$ cat config.mk
export PLATFORM = sky130hd
export DESIGN_NAME = arbiter_flat
export DESIGN_NICKNAME = d
export VERILOG_FILES = /design/src/rtl/arbiter_if.sv /design/src/rtl/arbiter.sv /design/src/flat_wrapper.sv
export SDC_FILE = /design/constraint.sdc
export NUM_CORES = 1
export LEC_CHECK = 0
export CELL_PAD_IN_SITES_DETAIL_PLACEMENT = 0
export CELL_PAD_IN_SITES_GLOBAL_PLACEMENT = 1
export CORE_MARGIN = 10
export CORE_UTILIZATION = 45
export DETAILED_ROUTE_END_ITERATION = 12
export DONT_BUFFER_PORTS = 1
export GPL_TIMING_DRIVEN = 0
export PLACE_DENSITY = 0.78
export SLEW_MARGIN = 40
export SYNTH_ARGS = -nofsm -noshare
export SYNTH_HDL_FRONTEND = slang
export SYNTH_SLANG_ARGS = --single-unit
$ cat constraint.sdc
create_clock -name clk -period 1.7 [get_ports clk]
set_input_delay 0.34 -clock clk [delete_from_list [all_inputs] [get_ports clk]]
set_output_delay 0.34 -clock clk [all_outputs]
set_load 0.01 [all_outputs]
$ cat src/rtl/arbiter_if.sv
// Bundle between the two producing slaves, master 0's FIFO side and the arbiter.
// The arbiter uses the master modport; the producers/FIFO side use the slave modport.
interface arbiter_if #(
  parameter int DW = 32
);
  logic          mstr0_cmplt;
  logic          fifo_full;

  logic [1:0]    slv0_mode;
  logic          slv0_data_valid;
  logic [7:0]    slv0_proc_valid;
  logic [DW-1:0] slv0_data;
  logic          slv0_ready;

  logic [1:0]    slv1_mode;
  logic          slv1_data_valid;
  logic [7:0]    slv1_proc_valid;
  logic [DW-1:0] slv1_data;
  logic          slv1_ready;

  logic [1:0]    slvx_mode;
  logic          slvx_data_valid;
  logic [7:0]    slvx_proc_val;
  logic [DW-1:0] slvx_data;

  modport master (
    input  mstr0_cmplt,
    input  fifo_full,
    input  slv0_mode,
    input  slv0_data_valid,
    input  slv0_proc_valid,
    input  slv0_data,
    output slv0_ready,
    input  slv1_mode,
    input  slv1_data_valid,
    input  slv1_proc_valid,
    input  slv1_data,
    output slv1_ready,
    output slvx_mode,
    output slvx_data_valid,
    output slvx_proc_val,
    output slvx_data
  );

  modport slave (
    output mstr0_cmplt,
    output fifo_full,
    output slv0_mode,
    output slv0_data_valid,
    output slv0_proc_valid,
    output slv0_data,
    input  slv0_ready,
    output slv1_mode,
    output slv1_data_valid,
    output slv1_proc_valid,
    output slv1_data,
    input  slv1_ready,
    input  slvx_mode,
    input  slvx_data_valid,
    input  slvx_proc_val,
    input  slvx_data
  );
endinterface

$ cat src/rtl/arbiter.sv
// Two-slave to one-master stream arbiter with registered beat forwarding.
// Define ARBITER_FIXED_PRI_EN for fixed priority (slave 0 wins); default is round-robin.
module arbiter #(
  parameter int DW = 32
) (
  input  logic      clk,
  input  logic      rst,
  arbiter_if.master bus
);

  typedef enum logic [1:0] {
    IDLE   = 2'd0,
    GRANT0 = 2'd1,
    GRANT1 = 2'd2
  } state_t;

  state_t state_reg;
  state_t state_next;

  // Slave-side signals gathered into index-able form so per-slave logic is uniform.
  logic [1:0]    valid_vec;
  logic [1:0]    granted_vec;
  logic [1:0]    ready_vec;
  logic [1:0]    xfer_vec;
  logic [1:0]    mode_arr [2];
  logic [7:0]    pv_arr   [2];
  logic [DW-1:0] data_arr [2];

  assign valid_vec   = {bus.slv1_data_valid, bus.slv0_data_valid};
  assign granted_vec = {state_reg == GRANT1, state_reg == GRANT0};
  assign mode_arr[0] = bus.slv0_mode;
  assign mode_arr[1] = bus.slv1_mode;
  assign pv_arr[0]   = bus.slv0_proc_valid;
  assign pv_arr[1]   = bus.slv1_proc_valid;
  assign data_arr[0] = bus.slv0_data;
  assign data_arr[1] = bus.slv1_data;

  // Completion kills ready immediately so no beat is taken on the release edge.
  generate
    for (genvar gi = 0; gi < 2; gi++) begin : g_port
      assign ready_vec[gi] = granted_vec[gi] & ~bus.fifo_full & ~bus.mstr0_cmplt;
      assign xfer_vec[gi]  = ready_vec[gi] & valid_vec[gi];
    end
  endgenerate

  assign bus.slv0_ready = ready_vec[0];
  assign bus.slv1_ready = ready_vec[1];

  // Slave picked when both request from IDLE.
  logic contend_pick;

`ifdef ARBITER_FIXED_PRI_EN
  assign contend_pick = 1'b0;
`else
  logic last_grant_reg;

  assign contend_pick = ~last_grant_reg;

  always_ff @(posedge clk) begin
    if (rst) begin
      last_grant_reg <= 1'b1;
    end else if (state_reg == IDLE && state_next != IDLE) begin
      last_grant_reg <= (state_next == GRANT1);
    end
  end
`endif

  always_ff @(posedge clk) begin
    if (rst) begin
      state_reg <= IDLE;
    end else begin
      state_reg <= state_next;
    end
  end

  always_comb begin
    state_next = state_reg;
    case (state_reg)
      IDLE: begin
        if (valid_vec == 2'b11) begin
          state_next = contend_pick ? GRANT1 : GRANT0;
        end else if (valid_vec[0]) begin
          state_next = GRANT0;
        end else if (valid_vec[1]) begin
          state_next = GRANT1;
        end
      end
      GRANT0: begin
        if (bus.mstr0_cmplt || !valid_vec[0]) begin
          state_next = IDLE;
        end
      end
      GRANT1: begin
        if (bus.mstr0_cmplt || !valid_vec[1]) begin
          state_next = IDLE;
        end
      end
      default: begin
        state_next = IDLE;
      end
    endcase
  end

  // At most one xfer bit can be set, so bit 1 alone selects the source.
  logic xfer_any;
  logic xfer_sel;

  assign xfer_any = |xfer_vec;
  assign xfer_sel = xfer_vec[1];

  logic [1:0]    slvx_mode_reg;
  logic          slvx_data_valid_reg;
  logic [7:0]    slvx_proc_val_reg;
  logic [DW-1:0] slvx_data_reg;

  always_ff @(posedge clk) begin
    if (rst) begin
      slvx_mode_reg       <= 2'b00;
      slvx_data_valid_reg <= 1'b0;
      slvx_proc_val_reg   <= 8'h00;
      slvx_data_reg       <= '0;
    end else begin
      slvx_data_valid_reg <= xfer_any;
      if (xfer_any) begin
        slvx_mode_reg     <= mode_arr[xfer_sel];
        slvx_proc_val_reg <= pv_arr[xfer_sel];
        slvx_data_reg     <= data_arr[xfer_sel];
      end
    end
  end

  assign bus.slvx_mode       = slvx_mode_reg;
  assign bus.slvx_data_valid = slvx_data_valid_reg;
  assign bus.slvx_proc_val   = slvx_proc_val_reg;
  assign bus.slvx_data       = slvx_data_reg;

endmodule

$ cat src/flat_wrapper.sv
// flat-port wrapper written by rule: the top's interface ports become plain ports
module arbiter_flat 
#(
  parameter int DW = 32
)
  (clk, rst, bus_mstr0_cmplt, bus_fifo_full, bus_slv0_mode, bus_slv0_data_valid, bus_slv0_proc_valid, bus_slv0_data, bus_slv0_ready, bus_slv1_mode, bus_slv1_data_valid, bus_slv1_proc_valid, bus_slv1_data, bus_slv1_ready, bus_slvx_mode, bus_slvx_data_valid, bus_slvx_proc_val, bus_slvx_data);
  arbiter_if #(.DW(DW)) bus_i ();
  input  logic clk;
  input  logic rst;
  input wire logic [$bits(bus_i.mstr0_cmplt)-1:0] bus_mstr0_cmplt;
  input wire logic [$bits(bus_i.fifo_full)-1:0] bus_fifo_full;
  input wire logic [$bits(bus_i.slv0_mode)-1:0] bus_slv0_mode;
  input wire logic [$bits(bus_i.slv0_data_valid)-1:0] bus_slv0_data_valid;
  input wire logic [$bits(bus_i.slv0_proc_valid)-1:0] bus_slv0_proc_valid;
  input wire logic [$bits(bus_i.slv0_data)-1:0] bus_slv0_data;
  output wire logic [$bits(bus_i.slv0_ready)-1:0] bus_slv0_ready;
  input wire logic [$bits(bus_i.slv1_mode)-1:0] bus_slv1_mode;
  input wire logic [$bits(bus_i.slv1_data_valid)-1:0] bus_slv1_data_valid;
  input wire logic [$bits(bus_i.slv1_proc_valid)-1:0] bus_slv1_proc_valid;
  input wire logic [$bits(bus_i.slv1_data)-1:0] bus_slv1_data;
  output wire logic [$bits(bus_i.slv1_ready)-1:0] bus_slv1_ready;
  output wire logic [$bits(bus_i.slvx_mode)-1:0] bus_slvx_mode;
  output wire logic [$bits(bus_i.slvx_data_valid)-1:0] bus_slvx_data_valid;
  output wire logic [$bits(bus_i.slvx_proc_val)-1:0] bus_slvx_proc_val;
  output wire logic [$bits(bus_i.slvx_data)-1:0] bus_slvx_data;
  assign bus_i.mstr0_cmplt = bus_mstr0_cmplt;
  assign bus_i.fifo_full = bus_fifo_full;
  assign bus_i.slv0_mode = bus_slv0_mode;
  assign bus_i.slv0_data_valid = bus_slv0_data_valid;
  assign bus_i.slv0_proc_valid = bus_slv0_proc_valid;
  assign bus_i.slv0_data = bus_slv0_data;
  assign bus_slv0_ready = bus_i.slv0_ready;
  assign bus_i.slv1_mode = bus_slv1_mode;
  assign bus_i.slv1_data_valid = bus_slv1_data_valid;
  assign bus_i.slv1_proc_valid = bus_slv1_proc_valid;
  assign bus_i.slv1_data = bus_slv1_data;
  assign bus_slv1_ready = bus_i.slv1_ready;
  assign bus_slvx_mode = bus_i.slvx_mode;
  assign bus_slvx_data_valid = bus_i.slvx_data_valid;
  assign bus_slvx_proc_val = bus_i.slvx_proc_val;
  assign bus_slvx_data = bus_i.slvx_data;
  arbiter #(.DW(DW)) u_core (.clk(clk), .rst(rst), .bus(bus_i));
endmodule
==> run metrics, run 1 <==
clk buf depth=2; Gate Count Post-Synth=304; TritonCTS clock tree=done; Final Hold Fails=0; critical path peak fanout=10; Cell Chain, Critical Path=or2_1 > buf_6 > clkbuf_1 > nor3_2; vias=2218; prevailing post-synth register cell=dfxtp_1; Crit. path cell count=4; DIE AREA=0.009806 mm^2; Via density=5.731; IO Count=135; Cell Rows=28; Finished Cell Area=around 0.0030 mm^2; number of diodes=0; final critical-path required period=roughly 1.6 ns; maximum number of pins on one net before global-route repair=16; starting density of the core=0.4691; first-pass GRT wire length=12040 um; Post-CTS Setup Bufs=0; fraction of registers with async set/reset=0; RSZ-0062 raised after global routing=false; # port buffers=0; First-pass DRT Iterations=5; worst vdd rail ir drop=364.5 uV; worst hold path type=in2reg; count of cell types in the netlist=27; most frequent cells in the layout=dfxtp_1, nor2b_1, nand2_1; EDFF count, synth=0; worst reg2reg setup slack=0.14 ns; Avg Synthesized Cell Area=around 9 um^2; Relative slew margins=0.6678; LEAKAGE=about 1.4 nW; Worst R2R Start=u_core.state_reg[0]$_SDFF_PP0_; HPWL Detailed=5842 um; vias in the first global route=2291; max reg flops=32; CTS Buf Count=5; Setup crit end kind=output port; arrival time at the worst endpoint=1.22 ns; TritonCTS Sinks=46; grt ovf=0; CP peak stage delay=0.27 ns; Clock Latency Late Sink=0.30 ns; R2R depth=6; WS Path Type=in2out; H-tree depth=2; post-synthesis sequential area ratio=0.3277; worst reg2reg endpoint=u_core.bus.slvx_data[28]$_SDFFE_PP0P_; #FFs+latches synth=46; status=finished clean; Core Box Area=0.005991 mm^2; Startpoint Class=primary input; Final Cycle Share=0.9159; most common cell after layout, fill and taps aside=dfxtp_1; GP Congestion=0.7734; Setup Viol. Count Final=0; Fmax=0.6422 GHz; CTS root buffer=clkbuf_8; Post-Place Cell Area=between 0.002 and 0.003 mm^2; Final ANT Viol Nets=0; drt drc=0; CP delay by family, top=simple AND/OR/NAND/NOR gates; pwr dens=roughly 750 mW/mm^2; clk slew on worst S/H paths=roughly 0.10 ns; Die X-Extent=99.03 um; Clock Skews=0.008791 ns; antenna violations before repair=0; Hold Buf Count CTS=0; critical path's slowest cell=nor3_2; hold_sp=bus_mstr0_cmplt; Slew Viols, Final=0; Slew @ Worst Pin=between 0.4 and 0.5 ns; Mapped Nets=between 300 and 400; Yosys warnings=0; Synth Cell Area=0.002810 mm^2; first-iteration detailed-routing DRC count=77; max cap viols=0; setup TNS=0 ns; layout cells sized above 1=0.2179; WHS Endpoint=u_core.state_reg[0]$_SDFF_PP0_; Die H=99.03 um; DR WL/cell=roughly 20 um; nets=between 400 and 500; Worst Hold Depth=1; data required time of the critical path=1.36 ns; All-Layer GR Usage=0.1477; Layout area overhead=6.723%; Critical path buffers and inverters=2; routed wire length=7713 um
per-stage QoR:
stage	utilization	worst slack (ns)	power, mW	hold WS (ns)	std cells
detailed placement	0.4848	0.02976	1.588	0.4753	379
finish	0.5006	0.1430	2.251	0.1496	387
global placement	0.4848	0.002669	1.585	0.4591	379
floorplan	-	0.2044	1.510	0.4551	304
CTS	0.4998	0.02893	2.286	0.1385	387
global route	0.5006	0.0001947	2.355	0.1562	387
timing repair:
| action | in CTS | in global routing |
|---|---|---|
| resized for setup | 0 | 1 |
| hold endpoints to repair | 0 | 0 |
| endpoints found under the setup margin | 0 | 1 |
metal layers:
layer	wire, um	track usage	part of all wire
met5	0	0	0
met2	3532	0.2244	0.46
met4	54	0.02977	0.0070
met1	3314	0.1858	0.43
met3	812	0.06983	0.11
worst reg2reg max path, delay by kind of cell (launching register included):
family	cells	cell delay [ns]
buffers and inverters	3	0.59
flip-flops	1	0.33
multiplexers	1	0.30
AND/OR/NAND/NOR	1	0.15
AO/OA/AOI/OAI	1	0.09
worst max path at each step:
| stage | from | end | slack [ns] |
|---|---|---|---|
| after CTS | bus_mstr0_cmplt | bus_slv0_ready | 0.03 |
| after global placement | bus_mstr0_cmplt | bus_slv0_ready | 0.003 |
| after floorplan | bus_mstr0_cmplt | bus_slv0_ready | 0.20 |
| after global routing | u_core.state_reg[0]$_SDFF_PP0_ | u_core.bus.slvx_data[15]$_SDFFE_PP0P_ | 0.0002 |
| final | bus_mstr0_cmplt | bus_slv0_ready | 0.14 |
| after detailed placement | bus_mstr0_cmplt | bus_slv0_ready | 0.03 |
synthesized netlist by cell type, types with 4 or more instances:
cell type  number  area [um^2]
buf_4           6        45.04
o211ai_2       39        488.0
dfxtp_1        46        920.9
buf_6           5        56.30
nor3_1          4        20.02
mux2i_1        39        390.4
nand3_1        39        195.2
nand2_1        40        150.1
nor2b_1        40        250.2
clkbuf_1       13        48.80
buf_2           5        25.02
cells by family after synthesis:
family | after synthesis | share of synthesized area
DFF | 46 | 0.3277
buffers and inverters | 33 | 0.06767
AOI/OAI and AO/OA | 51 | 0.2093
muxes | 39 | 0.1389
and+or+nand+nor | 135 | 0.2565
where the power goes:
group	total [mW]	switching, mW	leakage, nW	internal, mW
clock	0.693	0.403	0.0441	0.290
sequential	1.22	0.0749	0.373	1.14
combinational	0.339	0.189	0.999	0.151
final cells by class:
class	instances	area [um^2]
Tap cell	75	93.84
Buffer	29	175.2
Clock buffer	5	68.82
Sequential cell	46	920.9
Clock inverter	3	21.27
Multi-Input combinational cell	225	1704
Fill cell	574	2992
Inverter	4	15.01
No activity file was read; power rests on OpenSTA's default activity.
==> run 2, diff against run 1 <==
Settings changed: CTS_CLUSTER_DIAMETER set to 120.
==> results of run 2 <==
Same layout as run 1: the final DEF is identical, and so are final timing and power.
